==> config.mk <==
export PLATFORM = sky130hd
export DESIGN_NAME = enum_rr_arbiter
export DESIGN_NICKNAME = d
export VERILOG_FILES = /design/src/rtl/enum_rr_arbiter.sv
export SDC_FILE = /design/constraint.sdc
export NUM_CORES = 1
export LEC_CHECK = 0
export BUFFER_PORTS_ARGS = -buffer_cell sky130_fd_sc_hd__buf_2
export CORE_UTILIZATION = 56
export DETAILED_ROUTE_END_ITERATION = 8
export GPL_TIMING_DRIVEN = 1
export PLACE_DENSITY = 0.95
export SYNTH_ARGS = -nofsm -noshare
export SYNTH_HDL_FRONTEND = slang
export SYNTH_SLANG_ARGS = --single-unit
export TNS_END_PERCENT = 100
==> constraint.sdc <==
create_clock -name clk -period 5.78 [get_ports clk]
set_input_delay 1.156 -clock clk [delete_from_list [all_inputs] [get_ports clk]]
set_output_delay 1.156 -clock clk [all_outputs]
set_load 0.02 [all_outputs]
==> src/rtl/enum_rr_arbiter.sv <==
// Round-robin arbiter sharing one pkg::enum_t command channel across NUM_REQ requesters.
// Optional feature macro: ENUM_ARB_LEGAL_CHECK_EN drops out-of-enum codes and pulses `illegal`.
package pkg;
  typedef enum logic [7:0] {
    ONE   = 8'h00,
    TWO   = 8'h01,
    THREE = 8'h02
  } enum_t;
  typedef enum_t alias_t;
endpackage

module enum_rr_arbiter #(
  parameter  int NUM_REQ = 4,
  parameter  int CNT_W   = 16,
  localparam int SRC_W   = $clog2(NUM_REQ)
) (
  input  logic                      clk,
  input  logic                      rst,
  input  logic       [NUM_REQ-1:0]  req_valid,
  input  pkg::enum_t [NUM_REQ-1:0]  req_code,
  output logic       [NUM_REQ-1:0]  req_ready,
  output logic                      out_valid,
  output pkg::alias_t               out_code,
  output logic       [SRC_W-1:0]    out_src,
  input  logic                      out_ready,
  output logic       [CNT_W-1:0]    cnt_one,
  output logic       [CNT_W-1:0]    cnt_two,
  output logic       [CNT_W-1:0]    cnt_three,
  output logic                      illegal
);

  // Requester index k positions after p, wrapping at NUM_REQ.
  function automatic logic [SRC_W-1:0] rot_idx(input logic [SRC_W-1:0] p, input int k);
    int s;
    s = int'(p) + k;
    if (s >= NUM_REQ) s = s - NUM_REQ;
    return SRC_W'(s);
  endfunction

  function automatic logic [CNT_W-1:0] sat_inc(input logic [CNT_W-1:0] c);
    return (c == '1) ? c : c + 1'b1;
  endfunction

  logic [SRC_W-1:0] ptr_q, ptr_d;
  logic             out_valid_q, out_valid_d;
  pkg::alias_t      out_code_q, out_code_d;
  logic [SRC_W-1:0] out_src_q, out_src_d;
  logic [CNT_W-1:0] cnt_one_q, cnt_one_d;
  logic [CNT_W-1:0] cnt_two_q, cnt_two_d;
  logic [CNT_W-1:0] cnt_three_q, cnt_three_d;

  logic             found;
  logic [SRC_W-1:0] winner;
  logic             slot_free;
  logic             accept;
  logic             load;
  pkg::enum_t       win_code;

  // Winner search depends only on valids and pointer, keeping req_code off the ready path.
  always_comb begin
    found  = 1'b0;
    winner = '0;
    for (int k = 0; k < NUM_REQ; k++) begin
      if (!found && req_valid[rot_idx(ptr_q, k)]) begin
        found  = 1'b1;
        winner = rot_idx(ptr_q, k);
      end
    end
  end

  assign slot_free = !out_valid_q || out_ready;
  assign accept    = found && slot_free && !rst;
  assign req_ready = accept ? (NUM_REQ'(1) << winner) : '0;
  assign win_code  = req_code[winner];

`ifdef ENUM_ARB_LEGAL_CHECK_EN
  logic illegal_q, illegal_d;
  assign load      = 8'(win_code) < 8'h03;
  assign illegal_d = accept && !load;
  assign illegal   = illegal_q;
`else
  assign load    = 1'b1;
  assign illegal = 1'b0;
`endif

  always_comb begin
    ptr_d       = ptr_q;
    out_valid_d = out_valid_q && !out_ready;
    out_code_d  = out_code_q;
    out_src_d   = out_src_q;
    cnt_one_d   = cnt_one_q;
    cnt_two_d   = cnt_two_q;
    cnt_three_d = cnt_three_q;
    if (accept) begin
      ptr_d = (winner == SRC_W'(NUM_REQ - 1)) ? '0 : winner + 1'b1;
      if (load) begin
        out_valid_d = 1'b1;
        out_code_d  = win_code;
        out_src_d   = winner;
      end
      case (win_code)
        pkg::ONE:   cnt_one_d   = sat_inc(cnt_one_q);
        pkg::TWO:   cnt_two_d   = sat_inc(cnt_two_q);
        pkg::THREE: cnt_three_d = sat_inc(cnt_three_q);
        default:    ;
      endcase
    end
  end

  // NOTE: state registers use non-blocking assignments so every flop samples pre-edge values.
  always_ff @(posedge clk) begin
    if (rst) begin
      ptr_q       <= '0;
      out_valid_q <= 1'b0;
      out_code_q  <= pkg::ONE;
      out_src_q   <= '0;
      cnt_one_q   <= '0;
      cnt_two_q   <= '0;
      cnt_three_q <= '0;
    end else begin
      ptr_q       <= ptr_d;
      out_valid_q <= out_valid_d;
      out_code_q  <= out_code_d;
      out_src_q   <= out_src_d;
      cnt_one_q   <= cnt_one_d;
      cnt_two_q   <= cnt_two_d;
      cnt_three_q <= cnt_three_d;
    end
  end

`ifdef ENUM_ARB_LEGAL_CHECK_EN
  always_ff @(posedge clk) begin
    if (rst) illegal_q <= 1'b0;
    else     illegal_q <= illegal_d;
  end
`endif

  assign out_valid = out_valid_q;
  assign out_code  = out_code_q;
  assign out_src   = out_src_q;
  assign cnt_one   = cnt_one_q;
  assign cnt_two   = cnt_two_q;
  assign cnt_three = cnt_three_q;

endmodule

## After elaboration in Yosys (flattened, before gate mapping)

Cells that the tools add are included.

- Equal/unequal tests: 6
- Reductions and logical operators: 17
- Shift-type cells: 1
- Order comparisons: 9
- Bitwise gates (word level): 3
- $add $sub $neg: 11
- Mux-type cells: 25

Operator list:

| kind | count |
|---|---|
| 16-bit by 1-bit adder with 16-bit output (second input constant) | 3 |
| 16-bit == test (second input constant) | 3 |
| 2-bit two-way mux | 9 |
| 8-bit binary-select mux with 2-bit select | 1 |
| 2-bit by 3-bit less-than comparator with 1-bit output (second input constant) | 5 |
| 3-bit >= comparator (second input constant) | 3 |
| 1-bit two-way mux | 9 |
| 3-bit AND reduction | 3 |
| 1-bit binary-select mux with 2-bit select | 4 |
| 8-bit by 1-bit == test with 1-bit output (second input constant) | 1 |
| 8-bit by 2-bit == test with 1-bit output (second input constant) | 1 |
| 8-bit zero test | 1 |
| 8-bit two-way mux | 1 |
| 2-bit by 1-bit subtractor with 2-bit output (second input constant) | 4 |
| 2-bit by 2-bit adder with 3-bit output (second input constant) | 2 |
| 1-bit logical AND | 6 |
| 1-bit zero test | 6 |
| 4-bit two-way mux | 1 |
| 1-bit by 2-bit << shifter with 4-bit output (first input constant) | 1 |
| 2-bit by 1-bit adder with 3-bit output (second input constant) | 1 |
| 2-bit by 3-bit >= comparator with 1-bit output (second input constant) | 1 |
| 1-bit inverter | 3 |
| 2-bit by 1-bit adder with 2-bit output (second input constant) | 1 |
| 2-bit == test (second input constant) | 1 |
| 1-bit logical OR | 1 |

- Output and inout bits: 64
- Flip-flop bits (word level): 61
- Logic and storage cells: 79
- Input bits: 39

## Depth between registers and ports, before layout

Gate-level depths: netlist of the first run.

- Depth after elaboration: 18
- Gate-level depth with buffers: 11
- Mapped depth without buffers: 9

## Least setup slack after synthesis of the first run

Ideal clock, no wire load.

- Kind: input port to flip-flop
- From: in req_valid[0]
- To: reg cnt_three_q[15], in the netlist cnt_three[15]
- Path buffers: 2
- Setup time: 0.123 ns
- Setup slack: 2.322 ns
- Cell stages on the path: 10
- Required time: 5.657 ns
- Arrival time: 3.335 ns
- Path through: and2_4 and2_4 nor3_4 buf_4 nand3_2 a222oi_1 nand3_1 buf_2 nor3_1 mux2_1

- Word-level cells in the longest chain between the ends: 16
- Elaborated cells on any way between the ends: 28
- Those cells by class: 1 x eq/ne; 18 x mux; 9 x reduce/logical

Ends and longest elaborated chain:

| item | RTL line | source |
|---|---|---|
| from (decl) | 19 | `input logic [NUM_REQ-1:0] req_valid,` |
| 1-bit binary-select mux with 2-bit select | 64 | `if (!found && req_valid[rot_idx(ptr_q, k)]) begin` |
| 1-bit two-way mux (implied by the code) | 64 |  |
| 1-bit two-way mux | 64 |  |
| 1-bit zero test | 64 |  |
| 1-bit logical AND | 64 |  |
| 1-bit two-way mux | 64 |  |
| 1-bit zero test | 64 |  |
| 1-bit logical AND | 64 |  |
| 1-bit two-way mux | 64 |  |
| 1-bit zero test | 64 |  |
| 1-bit logical AND | 64 |  |
| 2-bit two-way mux (*) | 64 |  |
| named net winner[0] | 53 | `logic [SRC_W-1:0] winner;` |
| 8-bit binary-select mux with 2-bit select (*) | 74 | `assign win_code = req_code[winner];` |
| 8-bit two-way mux (implied by the code) (*) | 74 |  |
| 8-bit by 2-bit == test with 1-bit output (*) | 101 | `case (win_code)` |
| 3-bit AND reduction (no line) (*) | n/a |  |
| to (signal assigned) | 127 | `cnt_three_q <= cnt_three_d;` |
| to (decl) | 50 | `logic [CNT_W-1:0] cnt_three_q, cnt_three_d;` |

Mark *: on every way through the listed nets, which the timed path passes. The rest lies on a longest branch. The select of a mux whose other input is x is not followed.
A chain may end at the register's enable or synchronous reset.

## Worst setup path after layout of the first run

- From: in req_valid[0]
- To: reg cnt_three_q[4], in the netlist cnt_three[4]

Same word-level chain as after synthesis.

==> results of run 1 <==
[flip-flops by register name, indices dropped and copies added (netlist names)]
| signal | cells |
|---|---|
| cnt_two | 16 |
| out_code | 8 |
| cnt_one | 16 |
| cnt_three | 16 |
| out_src | 2 |
| out_valid | 1 |
| ptr_q | 2 |
[synth_stat cells, drive strengths merged, types with 2 or more instances]
cell     n  area, um2
o21ai   31        155
xor2     2       17.5
nor2b    4       25.0
a211oi   3       22.5
and4     5       43.8
nand2b   5       31.3
nor3     4       31.3
and2     8       55.1
and3    10       62.6
nand3   68        345
mux2i    9       90.1
nor2    14       52.6
dfxtp   61       1220
o311ai   2       17.5
clkbuf  23       86.3
o41ai    3       26.3
nand2   23       86.3
ha       7       87.6
buf      7       46.3
or3     14       87.6
o21a     5       37.5
mux2     2       22.5
o31ai   20        150
nand4   10       62.6
nor4b    2       17.5
inv      8       30.0
o31a     5       43.8
nor4     7       43.8
or4     20        150
a21oi   40        200
[cell type report]
| cell class | count | area, um2 |
|---|---|---|
| tap | 75 | 93.8 |
| clock inverter | 6 | 87.6 |
| multi-input combinational | 334 | 2060 |
| timing repair buffer | 104 | 528 |
| fill | 482 | 1770 |
| inverter | 8 | 30.0 |
| sequential | 61 | 1220 |
| clock buffer | 10 | 128 |
[final timing paths]
| kind | from | endpoint | slack [ps] | depth (start not counted) |
|---|---|---|---|---|
| max | req_valid[0] | cnt_three[4] | 1320 | 10 |
| min | out_code[7] | out_code[7] | 450 | 2 |
| max reg2reg | ptr_q[1] | cnt_three[4] | 1840 | 8 |
| min reg2reg | out_code[7] | out_code[7] | 450 | 2 |
[critical path, stage by stage]
cell and delay [ps]:
buf_2 120, nor2b_1 140, o21bai_1 850, nand2_1 340, inv_2 240, mux2i_1 210, mux2_2 200, nand3_1 600
or4_1 710, a21oi_1 160
[power breakdown]
group | switching [W] | total, W | internal [W]
clock | 0.000180 | 0.000423 | 0.000243
sequential | 0.0000113 | 0.000448 | 0.000436
combinational | 0.000140 | 0.000209 | 0.0000693
total | 0.000332 | 0.00108 | 0.000749
[metrics by stage]
step | utilization [%] | hold slack [ps] | total power (W) | area, um2
after CTS | 70.1 | 455 | 0.00108 | 4150
final | 70.1 | 451 | 0.00108 | 4150
after global placement | 66.4 | 442 | 0.000651 | 3930
after global routing | 70.1 | 477 | 0.00111 | 4150
after floorplan | - | 484 | 0.000605 | 3440
after detailed placement | 66.4 | 444 | 0.000659 | 3930
[cells by family after synthesis]
family          synth area share, %
mux                            3.27
fa+ha+maj                      2.54
compound gates                 21.1
xor+xnor                      0.509
simple gates                   32.2
other cells                   0.109
buf+inv                        4.72
flops                          35.5
[per-layer routing]
metal / vias to the layer above / part of all wire [%] / wire [um] / global-route usage (%)
met5: - / 0 / 0 / 0
met3: 22 / 8.3 / 766 / 5.45
met4: 0 / 2.2 / 204 / 14.1
li1: 1814 / - / - / -
met2: 191 / 48 / 4450 / 46.2
met1: 1786 / 41 / 3810 / 34.7
==> results.txt, run 1 <==
ratio of cells with drive above 1 in the final layout -> 24.9%
htree depth -> 3
area delta synth->final -> 20.5%
Tmin final -> 4460 ps
total vias in the final route -> 3813
synthesis warning total -> 0
core area -> 5920 um2
crit share post-route -> 77.1%
Worst Path Arrival -> 4720 ps
Power Dens Cells -> 260 nW/um2
dpl cells -> 582
nets -> 564
total CTS buffers -> 9
gp weighted congestion -> 0.927
Avg Cell Area, Syn -> 7.95 um2
post-CTS setup buffer count -> 0
skew final -> 8.77 ps
Max-Cap Viols -> 0
row cnt -> 28
Leak Pwr -> 1.71 nW
CP Data Required Time -> 6050 ps
worst-path fanout max -> 28
critical path startpoint category -> input port
worst vdd ir -> 0.203 mV
ANT nets after route -> 0
post-synth cell types -> 50
Gate Count Post-Synth -> 433
post-DP HPWL -> 6280 um
post-cts resize count -> 0
Final Max Tran Viols -> 0
post-route insts no fill -> 598
EDFF count, synth -> 0
Inserted Diodes -> 0
Worst-Skew Late Latency -> 350 ps
sequential share of the synthesized area -> 35.5%
post-cts hold buffer count -> 0
most frequent cells in the layout -> 101 x buf_2, 67 x nand3_1, 61 x dfxtp_1
GRT Overall Usage -> 28.1%
fmax -> 224 MHz
Vias/cell -> 6.38
Longest Clk Path Bufs -> 2
Final TNS setup -> 0 ps
worst slew pin tran -> 1090 ps
largest net degree at the start of global routing -> 47
asr flop ratio synth -> 0%
global-route wire length before repair -> 14000 um
Sink Count -> 61
Hold Fails Final Rpt -> 0
vias in the first global route -> 3136
status -> finished, final reports clean
FF+latch count, synth -> 61
Port Buffers -> 101
Final WS setup -> 1320 ps
CTS tree -> done
Routed wire per std cell -> 15.4 um
DRC -> 0
pre-CTS WS -> 1080 ps
Mapped Nets -> 479
unrepaired setup endpoints after global routing -> no
Most used DFF post-synth -> dfxtp_1
DRT iter0 DRCs -> 308
Post-Syn Area -> 3440 um2
critical path endpoint category -> flip-flop
initial core utilization -> 58.2%
Reg clk slew, reported paths -> 70 ps
DR pass1 iterations -> 5
most common cell after layout, fill and taps aside -> buf_2
antenna violations before repair -> 0
GR Overflow Total -> 0
headroom to the max-slew limit -> 27.1%
Die Span X -> 80.4 um
I/O pins -> 103
WS Path Type -> in2reg
Hold WC Path Type -> reg2reg
DIE HEIGHT -> 80.4 um
DRT Wirelength -> 9230 um
Final Setup Violations -> 0
Die ar. -> 6470 um2
CTS root buffer -> clkbuf_8
Note: power is estimated with default switching activity, not from simulation.
==> inputs of run 2 (changes only) <==
--- a/config.mk
+++ b/config.mk
@@ -6,10 +6,10 @@
 export NUM_CORES = 1
 export LEC_CHECK = 0
 export BUFFER_PORTS_ARGS = -buffer_cell sky130_fd_sc_hd__buf_2
-export CORE_UTILIZATION = 56
+export CORE_UTILIZATION = 52
 export DETAILED_ROUTE_END_ITERATION = 8
 export GPL_TIMING_DRIVEN = 1
-export PLACE_DENSITY = 0.95
+export PLACE_DENSITY = 0.9
 export SYNTH_ARGS = -nofsm -noshare
 export SYNTH_HDL_FRONTEND = slang
 export SYNTH_SLANG_ARGS = --single-unit
==> constraint.sdc (replaced) <==
create_clock -name clk -period 4.3 [get_ports clk]
set_input_delay 0.86 -clock clk [delete_from_list [all_inputs] [get_ports clk]]
set_output_delay 0.86 -clock clk [all_outputs]
set_load 0.02 [all_outputs]
==> results.txt, run 2 (synthesis results as in run 1) <==
DR pass1 iterations -> 5 (unchanged)
post-cts hold buffer count -> 0 (unchanged)
Vias/cell -> 6.27 (-1.6%)
critical path endpoint category -> primary output
skew final -> 6.26 ps (-2.51 ps)
Tmin final -> 3620 ps
Final TNS setup -> 0 ps (unchanged)
Longest Clk Path Bufs -> 2 (unchanged)
Leak Pwr -> 1.72 nW (+0.45%)
Switch Pwr -> 0.000438 W (+32%)
Port Buffers -> 101 (unchanged)
clock power share -> 37.3% (-1.9 points)
gp weighted congestion -> 0.898 (-3.0%)
Final Setup Violations -> 0 (unchanged)
GR Overflow Total -> 0 (unchanged)
CP Data Required Time -> 3440 ps (-2610 ps)
internal power -> 0.000985 W (+32%)
worst r2r src -> ptr_q[1]
Reg clk slew, reported paths -> 70 ps (about the same)
post-cts resize count -> 0 (unchanged)
headroom to the max-slew limit -> 51.8% (+25 points)
Hold WC Path Type -> reg2reg
post-DP HPWL -> 6510 um (+3.6%)
Die Span X -> 83.4 um (+3.7%)
Die ar. -> 6950 um2 (+7.5%)
post-CTS setup buffer count -> 0 (unchanged)
critical path startpoint category -> input port
DRC -> 0 (unchanged)
total vias in the final route -> 3789 (-0.63%)
crit path launch -> req_valid[1]
unrepaired setup endpoints after global routing -> no
Inserted Diodes -> 0 (unchanged)
status -> finished, final reports clean
number of fill cells in the layout -> 563 (+17%)
crit share post-route -> 84.2%
worst slew pin tran -> 722 ps (-368 ps)
DIE HEIGHT -> 83.4 um (+3.7%)
area delta synth->final -> 21.2%
CTS root buffer -> clkbuf_8
slowest CP cell -> o211ai_2
ratio of cells with drive above 1 in the final layout -> 25.4% (+0.57 points)
Logic pwr share -> 20.2% (+0.8 points)
vias in the first global route -> 3335 (+6.3%)
initial core utilization -> 53.9% (-4.2 points)
CP peak stage delay -> 590 ps (-260 ps)
htree depth -> 3 (unchanged)
nets -> 569 (+0.89%)
final core occ -> 65.3% (-4.7 points)
DRT iter0 DRCs -> 228 (-26%)
worst-path fanout max -> 16 (-43%)
I/O pins -> 103 (unchanged)
Worst Path Arrival -> 2760 ps (-1960 ps)
GRT Overall Usage -> 26.4% (-1.7 points)
row cnt -> 29 (+3.6%)
Routed wire per std cell -> 15.7 um (+1.8%)
CTS tree -> done
CP Cell Sequence -> buf_2 > nand2b_1 > o211ai_2 > nand2_1 > inv_2 > ha_1 > and2_1 > buf_2
R2R Setup Slk -> 1010 ps (-830 ps)
reg-to-reg critical path endpoint -> cnt_two[9]
worst vdd ir -> 0.212 mV (+4.8%)
most frequent cells in the layout -> 101 x buf_2, 67 x nand3_1, 61 x dfxtp_1
antenna violations before repair -> 0 (unchanged)
fmax -> 276 MHz
core area -> 6390 um2 (+7.9%)
sw frac -> 30.8% (+0.096 points)
Worst path most repeated cell -> buf_2
total CTS buffers -> 9 (unchanged)
Seq pwr share -> 42.4% (+1.0 points)
Hold Fails Final Rpt -> 0 (unchanged)
worst r2r path cells -> 9 (+1)
global-route wire length before repair -> 15100 um (+7.7%)
DRT Wirelength -> 9490 um (+2.8%)
Power Dens Cells -> 341 nW/um2 (+31%)
most common cell after layout, fill and taps aside -> buf_2
Max-Cap Viols -> 0 (unchanged)
Worst-Skew Late Latency -> 340 ps (about the same)
critical path endpoint -> req_ready[3]
Final Max Tran Viols -> 0 (unchanged)
WS Path Type -> in2out
ANT nets after route -> 0 (unchanged)
largest net degree at the start of global routing -> 46 (-2.1%)
Sink Count -> 61 (unchanged)
run 2: final cells by class:
type                            count  area (um2)  area share [%]
Inverter                            8        30.0           0.720
Sequential cell                    61        1220            29.3
Timing Repair Buffer              109         566            13.6
Multi-Input combinational cell    334        2060            49.4
Tap cell                           77        96.3            2.31
Clock buffer                       12         155            3.72
Clock inverter                      3        45.0            1.08
run 2: worst min-delay path by stage:
stage / from / endpoint / slack (ps) / cells after the start
finish: out_code[7] / out_code[7] / 460 / 2
global placement: out_code[7] / out_code[7] / 440 / 2
CTS: out_code[7] / out_code[7] / 470 / 2
global route: out_src[1] / out_src[1] / 500 / 2
detailed placement: out_code[6] / out_code[6] / 450 / 2
floorplan: ptr_q[1] / ptr_q[1] / 480 / 2
run 2: per-layer routing:
layer / share of wire (%) / track usage [%]
met5: 0 / 0
met4: 2.0 / 12.4
met3: 6.7 / 5.47
met2: 48 / 42.9
met1: 44 / 33.5
run 2: per-stage QoR:
| step | total power, W | worst slack (ps) | cells | area (um2) | hold slack (ps) |
|---|---|---|---|---|---|
| 3_5_place_dp | 0.000898 | 504 | 589 | 3970 | 449 |
| 6_report | 0.00142 | 681 | 604 | 4170 | 461 |
| 5_1_grt | 0.00148 | 552 | 604 | 4170 | 495 |
| 2_1_floorplan | 0.000813 | 1140 | 433 | 3440 | 484 |
| 4_1_cts | 0.00142 | 730 | 604 | 4170 | 465 |
| 3_3_place_gp | 0.000891 | 618 | 589 | 3970 | 441 |
run 2: power by group through the flow:
stage / Clock, W / Sequential, W / Combinational, W
floorplan: 0 / 0.000634 / 0.000179
global placement: 0 / 0.000614 / 0.000277
detailed placement: 0 / 0.000615 / 0.000283
CTS: 0.000532 / 0.000603 / 0.000284
global route: 0.000556 / 0.000606 / 0.000314
finish: 0.000531 / 0.000603 / 0.000288
run 2: critical path, delay by kind of cell:
family | cells | cell delay, ps
AND/OR/NAND/NOR | 3 | 600
AO/OA/AOI/OAI | 1 | 590
buffers and inverters | 3 | 530
adder cells (fa/ha/maj) | 1 | 170
